`src/rtl/intm_rs.sv`:
```
// Age-ordered reservation station for the multiply/divide unit.
// Optional macro INTM_RS_CDB_BYPASS_EN: same-cycle CDB capture at dispatch.
module intm_rs #(
  parameter int DEPTH = 4,
  parameter int PRF_W = 6,
  parameter int ROB_W = 5
) (
  input  logic                              clk,
  input  logic                              rst_n,
  input  logic                              flush,
  input  logic                              dis_valid,
  output logic                              dis_ready,
  input  logic [2:0]                        dis_opcode,
  input  logic [ROB_W-1:0]                  dis_rob_id,
  input  logic [4:0]                        dis_rd_arch,
  input  logic [PRF_W-1:0]                  dis_rd_phy,
  input  logic [PRF_W-1:0]                  dis_rs1_phy,
  input  logic [PRF_W-1:0]                  dis_rs2_phy,
  input  logic                              dis_rs1_rdy,
  input  logic                              dis_rs2_rdy,
  input  logic [31:0]                       dis_rs1_val,
  input  logic [31:0]                       dis_rs2_val,
  input  logic                              cdb_valid,
  input  logic [PRF_W-1:0]                  cdb_rd_phy,
  input  logic [31:0]                       cdb_rd_value,
  output logic                              iss_valid,
  input  logic                              iss_ready,
  output logic [2:0]                        iss_opcode,
  output logic [ROB_W-1:0]                  iss_rob_id,
  output logic [4:0]                        iss_rd_arch,
  output logic [PRF_W-1:0]                  iss_rd_phy,
  output logic [31:0]                       iss_rs1_val,
  output logic [31:0]                       iss_rs2_val,
  output logic [$clog2(DEPTH+1)-1:0]        dbg_count,
  output logic                              dbg_locked
);

  localparam int IDX_W = (DEPTH > 1) ? $clog2(DEPTH) : 1;
  localparam int CNT_W = $clog2(DEPTH + 1);

  typedef struct packed {
    logic [2:0]       opcode;
    logic [ROB_W-1:0] rob_id;
    logic [4:0]       rd_arch;
    logic [PRF_W-1:0] rd_phy;
    logic [PRF_W-1:0] rs1_tag;
    logic             rs1_rdy;
    logic [31:0]      rs1_val;
    logic [PRF_W-1:0] rs2_tag;
    logic             rs2_rdy;
    logic [31:0]      rs2_val;
  } entry_t;

  entry_t           ent_q [DEPTH];
  entry_t           ent_d [DEPTH];
  entry_t           woke  [DEPTH];
  entry_t           new_ent;
  entry_t           sel_ent;
  logic [CNT_W-1:0] count_q, count_d, alloc_slot;
  logic             lock_q, lock_d;
  logic [IDX_W-1:0] lock_idx_q, lock_idx_d, oldest, sel_idx;
  logic             any_elig, cdb_hit, alloc, issue;

  // Handshakes: a dispatch transfers on dis_valid && dis_ready (dropped on
  // flush); an issue transfers on iss_valid && iss_ready, and once iss_valid
  // is shown with iss_ready low the offered uop is held until accepted.
  assign cdb_hit   = cdb_valid && (cdb_rd_phy != '0);
  assign dis_ready = (count_q < CNT_W'(DEPTH));
  assign alloc     = dis_valid && dis_ready && !flush;
  assign issue     = iss_valid && iss_ready;
  assign dbg_count = count_q;
  assign dbg_locked = lock_q;

  always_comb begin
    for (int i = 0; i < DEPTH; i++) begin
      woke[i] = ent_q[i];
      if (cdb_hit && !woke[i].rs1_rdy && woke[i].rs1_tag == cdb_rd_phy) begin
        woke[i].rs1_rdy = 1'b1;
        woke[i].rs1_val = cdb_rd_value;
      end
      if (cdb_hit && !woke[i].rs2_rdy && woke[i].rs2_tag == cdb_rd_phy) begin
        woke[i].rs2_rdy = 1'b1;
        woke[i].rs2_val = cdb_rd_value;
      end
    end
  end

  always_comb begin
    new_ent = '{opcode: dis_opcode, rob_id: dis_rob_id, rd_arch: dis_rd_arch,
                rd_phy: dis_rd_phy, rs1_tag: dis_rs1_phy, rs1_rdy: dis_rs1_rdy,
                rs1_val: dis_rs1_val, rs2_tag: dis_rs2_phy, rs2_rdy: dis_rs2_rdy,
                rs2_val: dis_rs2_val};
`ifdef INTM_RS_CDB_BYPASS_EN
    if (cdb_hit && !dis_rs1_rdy && dis_rs1_phy == cdb_rd_phy) begin
      new_ent.rs1_rdy = 1'b1;
      new_ent.rs1_val = cdb_rd_value;
    end
    if (cdb_hit && !dis_rs2_rdy && dis_rs2_phy == cdb_rd_phy) begin
      new_ent.rs2_rdy = 1'b1;
      new_ent.rs2_val = cdb_rd_value;
    end
`endif
  end

  // Scan youngest to oldest so the last hit is the oldest eligible slot.
  always_comb begin
    any_elig = 1'b0;
    oldest   = '0;
    for (int i = DEPTH - 1; i >= 0; i--) begin
      if (CNT_W'(i) < count_q && ent_q[i].rs1_rdy && ent_q[i].rs2_rdy) begin
        any_elig = 1'b1;
        oldest   = IDX_W'(i);
      end
    end
    sel_idx   = lock_q ? lock_idx_q : oldest;
    iss_valid = lock_q || any_elig;
    sel_ent   = ent_q[sel_idx];
  end

  always_comb begin
    iss_opcode  = '0;
    iss_rob_id  = '0;
    iss_rd_arch = '0;
    iss_rd_phy  = '0;
    iss_rs1_val = '0;
    iss_rs2_val = '0;
    if (iss_valid) begin
      iss_opcode  = sel_ent.opcode;
      iss_rob_id  = sel_ent.rob_id;
      iss_rd_arch = sel_ent.rd_arch;
      iss_rd_phy  = sel_ent.rd_phy;
      iss_rs1_val = sel_ent.rs1_val;
      iss_rs2_val = sel_ent.rs2_val;
    end
  end

  // Collapse younger slots over the issued one, then append at the new tail.
  always_comb begin
    for (int i = 0; i < DEPTH; i++) ent_d[i] = woke[i];
    if (issue) begin
      for (int i = 0; i < DEPTH - 1; i++)
        if (IDX_W'(i) >= sel_idx) ent_d[i] = woke[i+1];
      ent_d[DEPTH-1] = '0;
    end
    alloc_slot = count_q - CNT_W'(issue);
    for (int i = 0; i < DEPTH; i++)
      if (alloc && CNT_W'(i) == alloc_slot) ent_d[i] = new_ent;
    count_d    = count_q + CNT_W'(alloc) - CNT_W'(issue);
    lock_d     = iss_valid && !iss_ready;
    lock_idx_d = sel_idx;
    if (flush) begin
      for (int i = 0; i < DEPTH; i++) ent_d[i] = '0;
      count_d = '0;
      lock_d  = 1'b0;
    end
  end

  always_ff @(posedge clk or negedge rst_n) begin
    if (!rst_n) begin
      count_q    <= '0;
      lock_q     <= 1'b0;
      lock_idx_q <= '0;
      for (int i = 0; i < DEPTH; i++) ent_q[i] <= '0;
    end else begin
      count_q    <= count_d;
      lock_q     <= lock_d;
      lock_idx_q <= lock_idx_d;
      for (int i = 0; i < DEPTH; i++) ent_q[i] <= ent_d[i];
    end
  end

endmodule
```
`config.mk`:
```
export PLATFORM = sky130hd
export DESIGN_NAME = intm_rs
export DESIGN_NICKNAME = d
export VERILOG_FILES = /design/src/rtl/intm_rs.sv
export SDC_FILE = /design/constraint.sdc
export NUM_CORES = 1
export LEC_CHECK = 0
export BUFFER_PORTS_ARGS = -buffer_cell sky130_fd_sc_hd__buf_4
export CAP_MARGIN = 40
export CORE_MARGIN = 2
export CORE_UTILIZATION = 46
export DETAILED_ROUTE_END_ITERATION = 10
export PLACE_DENSITY_LB_ADDON = 0.2
export SYNTH_ARGS = -nofsm -noshare
export SYNTH_HDL_FRONTEND = slang
export SYNTH_SLANG_ARGS = --single-unit
```
`constraint.sdc`:
```
create_clock -name clk -period 9.45 [get_ports clk]
set_input_delay 0 -clock clk [delete_from_list [all_inputs] [get_ports clk]]
set_output_delay 0 -clock clk [all_outputs]
set_load 0.005 [all_outputs]
```
==> run_results.csv, run 1 <==
group,metric,value,unit
yosys,syn_area_per_cell,10.3,um2
clock_tree,h-tree-depth,2,
yosys,synth-simple-area-share,0.130,
pwr,peakVddDrop,0.000121,V
global_routing,grt_max_degree,154,
placed_design,port-buffer-count,229,
floorplanning,io_pins,230,
yosys,yosys.area.top_type,"dfrtp_1",
sta,min_period_over_period,0.518,
setup_path,cp-end-kind,"flop",
setup_path,reg2reg_depth,13,
yosys,synth_edf_count,0,
floorplanning,initial_core_util,0.466,
detailed_routing,via_count,22164,
yosys,synth-xor-area-share,0.0194,
sta,rsz0062_at_grt,"false",
sta,setup_viol,0,
hold_path,hold_class,"in2async",
layout,multiInputGateArea,13000,um2
clock_tree,cts_tree,"built",
clock_tree,cts.repair.resized,0,
sta,drv_slew,0,
global_routing,grt_pass1_vias,22497,
sta,max_freq,204,MHz
setup_path,crit_path_end,"ent_q[161]",
setup_path,cp_cell_sequence,"inv_1 > ha_1 > nor2b_1 > o221ai_2 > o21ai_4 > nor2_1 > ha_1 > or3_1 > buf_4 > nor2_4 > buf_4 > a22o_1 > dlygate4sd3_1",
setup_path,slowest_stage,"nor2_4",
floorplanning,dieArea,53900,um2
layout,layoutNonFillerInstCount,3279,
setup_path,required,9.95,ns
layout,drive_gt1_frac,0.195,
layout,fin_util,0.568,
yosys,synth_cells,2335,
setup_path,cp_top_family,"buffers and inverters",
layout,ff_latch_area,9860,um2
clock_tree,path_clk_slew,0.06,ns
layout,nNetsFinal,2715,
pwr,pwr_density_cell,141,nW/um2
clock_tree,postCtsSetupRepairBufs,0,
placed_design,gp_congestion,0.845,
setup_path,cp_num_cells,13,
setup_path,crit_start,"dbg_count[1]",
yosys,synth.top_cells.by_count,"dfrtp_1 (394), mux2i_1 (269), nand2_1 (261), clkbuf_1 (163), nand3_1 (154)",
sta,fin_skew,0.0294,ns
yosys,yosysWarningCount,0,
sta,tightestPinTransition,1.01,ns
detailed_routing,ant_nets,0,
run,max-cap-violations,0,
sta,fin_crit,4.89,ns
placed_design,dpl_cell_area,26100,um2
floorplanning,core,51400,um2
setup_path,ff2ff_setup_slack,4.56,ns
status,status,"completed",
detailed_routing,first_pass_iters,8,
yosys,synth.area.top_cells,"dfrtp_1 (41%), mux2i_1 (11%), mux4_2 (7.8%)",
sta,setup_tns,0,ns
yosys,yosysTopAreaCellShare,0.411,
placed_design,dp_hpwl,51.2,mm
yosys,synthAdderAreaFrac,0.00345,
floorplanning,die-height,232,um
clock_tree,clock_tree.buffer_depth,3,
detailed_routing,wl_per_cell,27.8,um
global_routing,antenna_found_initial,2,
yosys,synth_ff_type,"dfrtp_1",
yosys,post-synth-top-count-cell,"dfrtp_1",
layout,fillCellCount,4377,
detailed_routing,drc,0,
sta,hold_violations,0,
yosys,syn_nets,2482,
yosys,syn_area,24000,um2
clock_tree,cts_root_buf,"clkbuf_16",
global_routing,grt_pass1_wl,137,mm
setup_path,worstPathArrival,5.40,ns
detailed_routing,routed_via_density,6.76,
yosys,muxShareOfSynthArea,0.210,
yosys,synth_compound_area_frac,0.171,
setup_path,path_class,"reg2reg",
setup_path,timing.rr.start,"dbg_count[1]",
clock_tree,numCtsBuffers,46,
layout,syn2layout_area_growth,21.9,%
yosys,synth_top_family_by_area,"multiplexers",
global_routing,grt_usage,0.336,
yosys,ys_types,54,
setup_path,crit_buf_inv,4,
global_routing,grt.overflow.total,0,
setup_path,path_max_fanout,34,
setup_path,worstReg2RegEnd,"ent_q[161]",
pwr,power.leakage,13.4,nW
setup_path,cpPeakStageDelay,0.62,ns
clock_tree,clk_latency,0.60,ns
detailed_routing,drt_iter0_drc,2498,
floorplanning,placementRows,83,
yosys,ys_seq_area_frac,0.411,
yosys,async_reset_ff_frac,1.00,
setup_path,cp-start-kind,"flop",
floorplanning,die_x,232,um
yosys,ys_ff_latch,394,
clock_tree,cts.sinks,394,
placed_design,dp_cells,3027,
detailed_routing,drt_wl_total,91.3,mm
sta,slew_headroom,0.326,
layout,design_area,29200,um2
## flip-flops by register name (all words and copies together), names as in the netlist
name / cells
dbg_count: 3
dbg_locked: 1
ent_q: 388
lock_idx_q: 2
## worst min-delay path by stage
stage               start            to  slack (ns)  cells after the start
floorplan           rst_n  dbg_count[0]       -0.30                      0
global placement    rst_n    ent_q[344]        0.13                      1
detailed placement  rst_n    ent_q[344]        0.14                      1
CTS                 rst_n    ent_q[344]        0.11                      2
global route        rst_n    ent_q[150]        0.12                      2
finish              rst_n    ent_q[150]        0.06                      2
## cell usage in the layout (no fill, tap or decap), types with 3 or more instances in the layout
cell           netlist  routed
mux4_2              83      83
nor4_1               8       8
nor3_1             102     101
and2_1              84      83
o31ai_1            105     105
clkbuf_16            0      47
nand3_2              5       5
mux2_2              37      37
clkbuf_1           163      19
nand2_1            261     254
a21oi_4              0       3
o21ai_2              2       3
a22o_1              95      95
mux2i_1            269     269
nor2_4               0       3
ha_1                 5       5
o22ai_1             56      56
dlygate4sd3_1        0     173
a32o_1               3       3
buf_12               0       3
xor2_1              49      48
mux2_1               4       4
o32ai_1             57      57
inv_1                9       9
a311oi_1            93      93
nor2_1              26      22
a31oi_1              6       5
buf_8                0       3
buf_16               0       8
clkbuf_8             0       8
o21ai_4              1       4
and3_1               5       4
nor2b_1              4       4
nand3_1            154     153
dfrtp_1            394     394
o21ai_0             42      42
buf_4               21     273
nand2_2              0       6
a21oi_1             71      68
## metal layers
metal	vias to the layer above	GRT usage	part of all wire
li1	9280	-	-
met1	11235	0.438	0.38
met2	1383	0.527	0.46
met3	262	0.0715	0.11
met4	4	0.170	0.051
met5	-	0	0.00031
## what timing repair did
item                       CTS  global route
hold buffers               173             0
setup endpoints to repair    0             0
hold endpoints to repair   499             0
## cells by family after synthesis
logic type	Yosys count
DFF	394
and+or+nand+nor	659
muxes	393
AOI/OAI and AO/OA	547
buffers and inverters	285
xor gates and xnor gates	51
adders and majority gates	6
## power breakdown
group	internal [mW]	switching, mW
clock network	0.975	0.742
logic	0.237	0.361
registers	1.76	0.0476
total	2.97	1.15
## through the flow
step	power, mW	hold WS (ns)	setup WS (ns)
2_1_floorplan	2.11	-0.296	6.31
3_3_place_gp	2.34	0.132	5.18
3_5_place_dp	2.36	0.145	4.96
4_1_cts	4.11	0.115	4.59
5_1_grt	4.24	0.121	4.35
6_report	4.12	0.0628	4.56
## worst register-to-register path, stage by stage, from the launching register on
cell and delay, ns:
dfrtp_1 0.44, inv_1 0.12, ha_1 0.26, nor2b_1 0.21, o221ai_2 0.20, o21ai_4 0.40, nor2_1 0.08, ha_1 0.38
or3_1 0.39, buf_4 0.33, nor2_4 0.62, buf_4 0.60, a22o_1 0.24, dlygate4sd3_1 0.55
## layout make-up
type,instances,share of cell area
clock inverter,4,0.000899
inverter,10,0.00146
timing repair buffer,460,0.141
antenna,1,0.0000856
tap,680,0.0291
sequential,394,0.337
multi-input combinational,1656,0.444
clock buffer,74,0.0465
Power figures use the tool's default switching activity.
==> inputs of run 2 (changes only) <==
- ABC_AREA: not set -> 1
- clock period: 9.45 -> 4.9 ns (I/O delays scaled with it)
==> run 2 against run 1 <==
Effect of this change:
- clock skew shrank 0.0066 ns
- clock power rose by 120%
- register-to-register slack got worse by 3.4 ns
- fmax up 30%
- final cell count grew 81%
- die area is 22% higher
- sequential cell count is the same
- critical path type unchanged
==> run_results.csv, run 2 <==
group,metric,value,unit
status,status,"completed",
global_routing,grt_use_met2,0.569,
placed_design,dp_hpwl,67.0,mm
floorplanning,placementRows,92,
layout,fin_util,0.554,
yosys,syn_nets,5066,
setup_path,required,5.38,ns
global_routing,antenna_found_initial,3,
sta,setup_viol,0,
detailed_routing,wl_per_cell,20.5,um
pwr,p_total,9.14,mW
placed_design,port-buffer-count,229,
placed_design,gp_congestion,0.885,
yosys,ys_seq_area_frac,0.336,
hold_path,hold_class,"in2reg",
pwr,power.leakage,19.8,nW
setup_path,ff2ff_setup_slack,1.13,ns
setup_path,path_max_fanout,67,
yosys,post-synth-top-count-cell,"nand2_1",
sta,min_period_over_period,0.770,
hold_path,hold_end,"ent_q[224]",
yosys,syn_area,29300,um2
yosys,synth.area.top_cells,"dfrtp_1 (34%), nand2_1 (25%), nand3_1 (18%)",
setup_path,reg2reg_depth,16,
floorplanning,io_pins,230,
yosys,yosysWarningCount,0,
layout,mostFrequentLayoutCell,"nand2_1",
global_routing,grt-busiest-layer,"met2",
setup_path,worstReg2RegEnd,"ent_q[8]",
clock_tree,cts.sinks,394,
detailed_routing,via_count,33959,
hold_path,hold_path.startpoint,"dis_valid",
setup_path,timing.rr.start,"dbg_count[2]",
sta,fin_crit,3.77,ns
layout,nNetsFinal,5211,
floorplanning,dieArea,65800,um2
setup_path,worstPathArrival,4.25,ns
floorplanning,die-height,257,um
yosys,synth_ff_type,"dfrtp_1",
detailed_routing,drt_iter0_drc,3969,
setup_path,path_class,"reg2reg",
sta,rsz0062_at_grt,"false",
clock_tree,clock_tree.buffer_depth,3,
layout,final_cell_mix,"nand2_1 (1,986), nand3_1 (1,038), inv_1 (473), dfrtp_1 (394), buf_4 (275)",
setup_path,cp-end-kind,"flop",
clock_tree,cts.repair.resized,0,
sta,drv_slew,0,
floorplanning,core,63100,um2
sta,setup_tns,0,ns
layout,largest_reg_flops,388,
sta,max_freq,265,MHz
global_routing,grt.overflow.total,0,
yosys,ys_ff_latch,394,
layout,drive_gt1_frac,0.0853,
floorplanning,initial_core_util,0.465,
layout,top_register,"ent_q",
yosys,synth_cells,4919,
layout,syn2layout_area_growth,19.1,%
yosys,async_reset_ff_frac,1.00,
detailed_routing,first_pass_iters,6,
yosys,synth.top_cells.by_count,"nand2_1 (1,990), nand3_1 (1,038), inv_1 (473), dfrtp_1 (394), buf_2 (219)",
global_routing,use_met1,0.475,
global_routing,grt_usage,0.362,
clock_tree,hold_buffers,198,
global_routing,grt_pass1_wl,188,mm
yosys,synth_edf_count,0,
clock_tree,h-tree-depth,2,
global_routing,grt_pass1_vias,32201,
setup_path,cp-start-kind,"flop",
hold_path,hold_depth,6,
yosys,yosysTopAreaCellShare,0.336,
yosys,yosys.area.top_type,"dfrtp_1",
floorplanning,die_x,257,um
yosys,syn_area_per_cell,5.97,um2
detailed_routing,ant_nets,0,
clock_tree,cts_tree,"built",
detailed_routing,drc,0,
clock_tree,cts_root_buf,"clkbuf_16",
sta,tightestPinTransition,1.05,ns
clock_tree,postCtsSetupRepairBufs,0,
pwr,peakVddDrop,0.000278,V
detailed_routing,routed_via_density,5.71,
yosys,ys_types,34,
clock_tree,clk_latency,0.61,ns
global_routing,grt_max_degree,192,
sta,slew_headroom,0.300,
detailed_routing,drt_wl_total,122,mm
clock_tree,path_clk_slew,0.06,ns
sta,fin_skew,0.0228,ns
run,max-cap-violations,0,
setup_path,crit_start,"dbg_count[2]",
sta,hold_violations,0,
global_routing,gr-usage-met3,0.0763,
clock_tree,numCtsBuffers,48,
pwr,pwr_density_cell,262,nW/um2
==> run 2: changes by cell type after synthesis, sizes merged, moves of 62 or more <==
cell,before,now
nand2,261,2005
nand3,160,1039
inv,10,484
mux2i,269,0
nor2,26,199
buf,112,252
a21oi,71,191
o31ai,106,0
nor3,102,3
a22o,95,0
a311oi,93,0
and2,84,0
mux4,83,0
nand4,0,62
==> run 2: cell families after synthesis <==
| kind of cell | after synthesis | synth area share |
|---|---|---|
| and+or+nand+nor | 3310 | 0.477 |
| buffers and inverters | 890 | 0.126 |
| DFF | 394 | 0.336 |
| AOI/OAI and AO/OA | 312 | 0.0564 |
| xor gates and xnor gates | 7 | 0.00209 |
| adders and majority gates | 6 | 0.00281 |
==> run 2: where the power goes <==
group | leakage (nW) | switching [mW] | internal, mW
clock network | 0.819 | 1.53 | 2.30
registers | 5.43 | 0.111 | 3.43
logic | 13.6 | 1.21 | 0.562
total | 19.8 | 2.86 | 6.29
==> run 2: how the worst max path moves through the flow <==
| stage | end | slack, ns | cells past startpoint |
|---|---|---|---|
| floorplan | dbg_count[2] | 2.20 | 15 |
| global placement | ent_q[336] | 1.35 | 16 |
| detailed placement | ent_q[285] | 1.28 | 16 |
| CTS | iss_rs2_val[4] | 1.15 | 13 |
| global route | ent_q[21] | 0.88 | 16 |
| finish | ent_q[8] | 1.13 | 16 |
==> run 2: area by class of cell <==
type / instances / area, um2
Clock inverter: 9 / 149
Multi-Input combinational cell: 3635 / 15900
Fill cell: 6408 / 28100
Inverter: 486 / 1830
Clock buffer: 75 / 1500
Sequential cell: 394 / 9860
Tap cell: 846 / 1060
Antenna cell: 1 / 2.50
Timing Repair Buffer: 499 / 4620
==> run 2: critical path, cell delays in order, from the launching register on <==
cell and delay [ns]:
dfrtp_1 0.39, inv_1 0.13, ha_1 0.25, inv_2 0.07, nand3_1 0.08, nor2_1 0.05, nor2_2 0.13, nand2_4 0.07
nand3_1 0.13, inv_1 0.06, ha_1 0.32, nor3_4 0.32, nand2_4 0.42, buf_12 0.41, nor2_1 0.12, a21oi_1 0.05
dlygate4sd3_1 0.58
==> run 2: stage by stage <==
stage                     cells  setup slack [ns]  hold WS [ns]  instance area [um2]
after floorplan            4919              2.20        -0.296                29300
after global placement     5653              1.35       0.00994                31100
after detailed placement   5662              1.28        0.0136                31300
after CTS                  5944              1.15         0.143                35000
after global routing       5945             0.879         0.173                35000
final                      5945              1.13         0.157                35000
==> run 2: metal layers <==
metal | part of all wire | vias to the layer above
li1 | - | 15831
met1 | 0.38 | 15581
met2 | 0.44 | 2188
met3 | 0.13 | 357
met4 | 0.050 | 2
met5 | 0.000090 | -
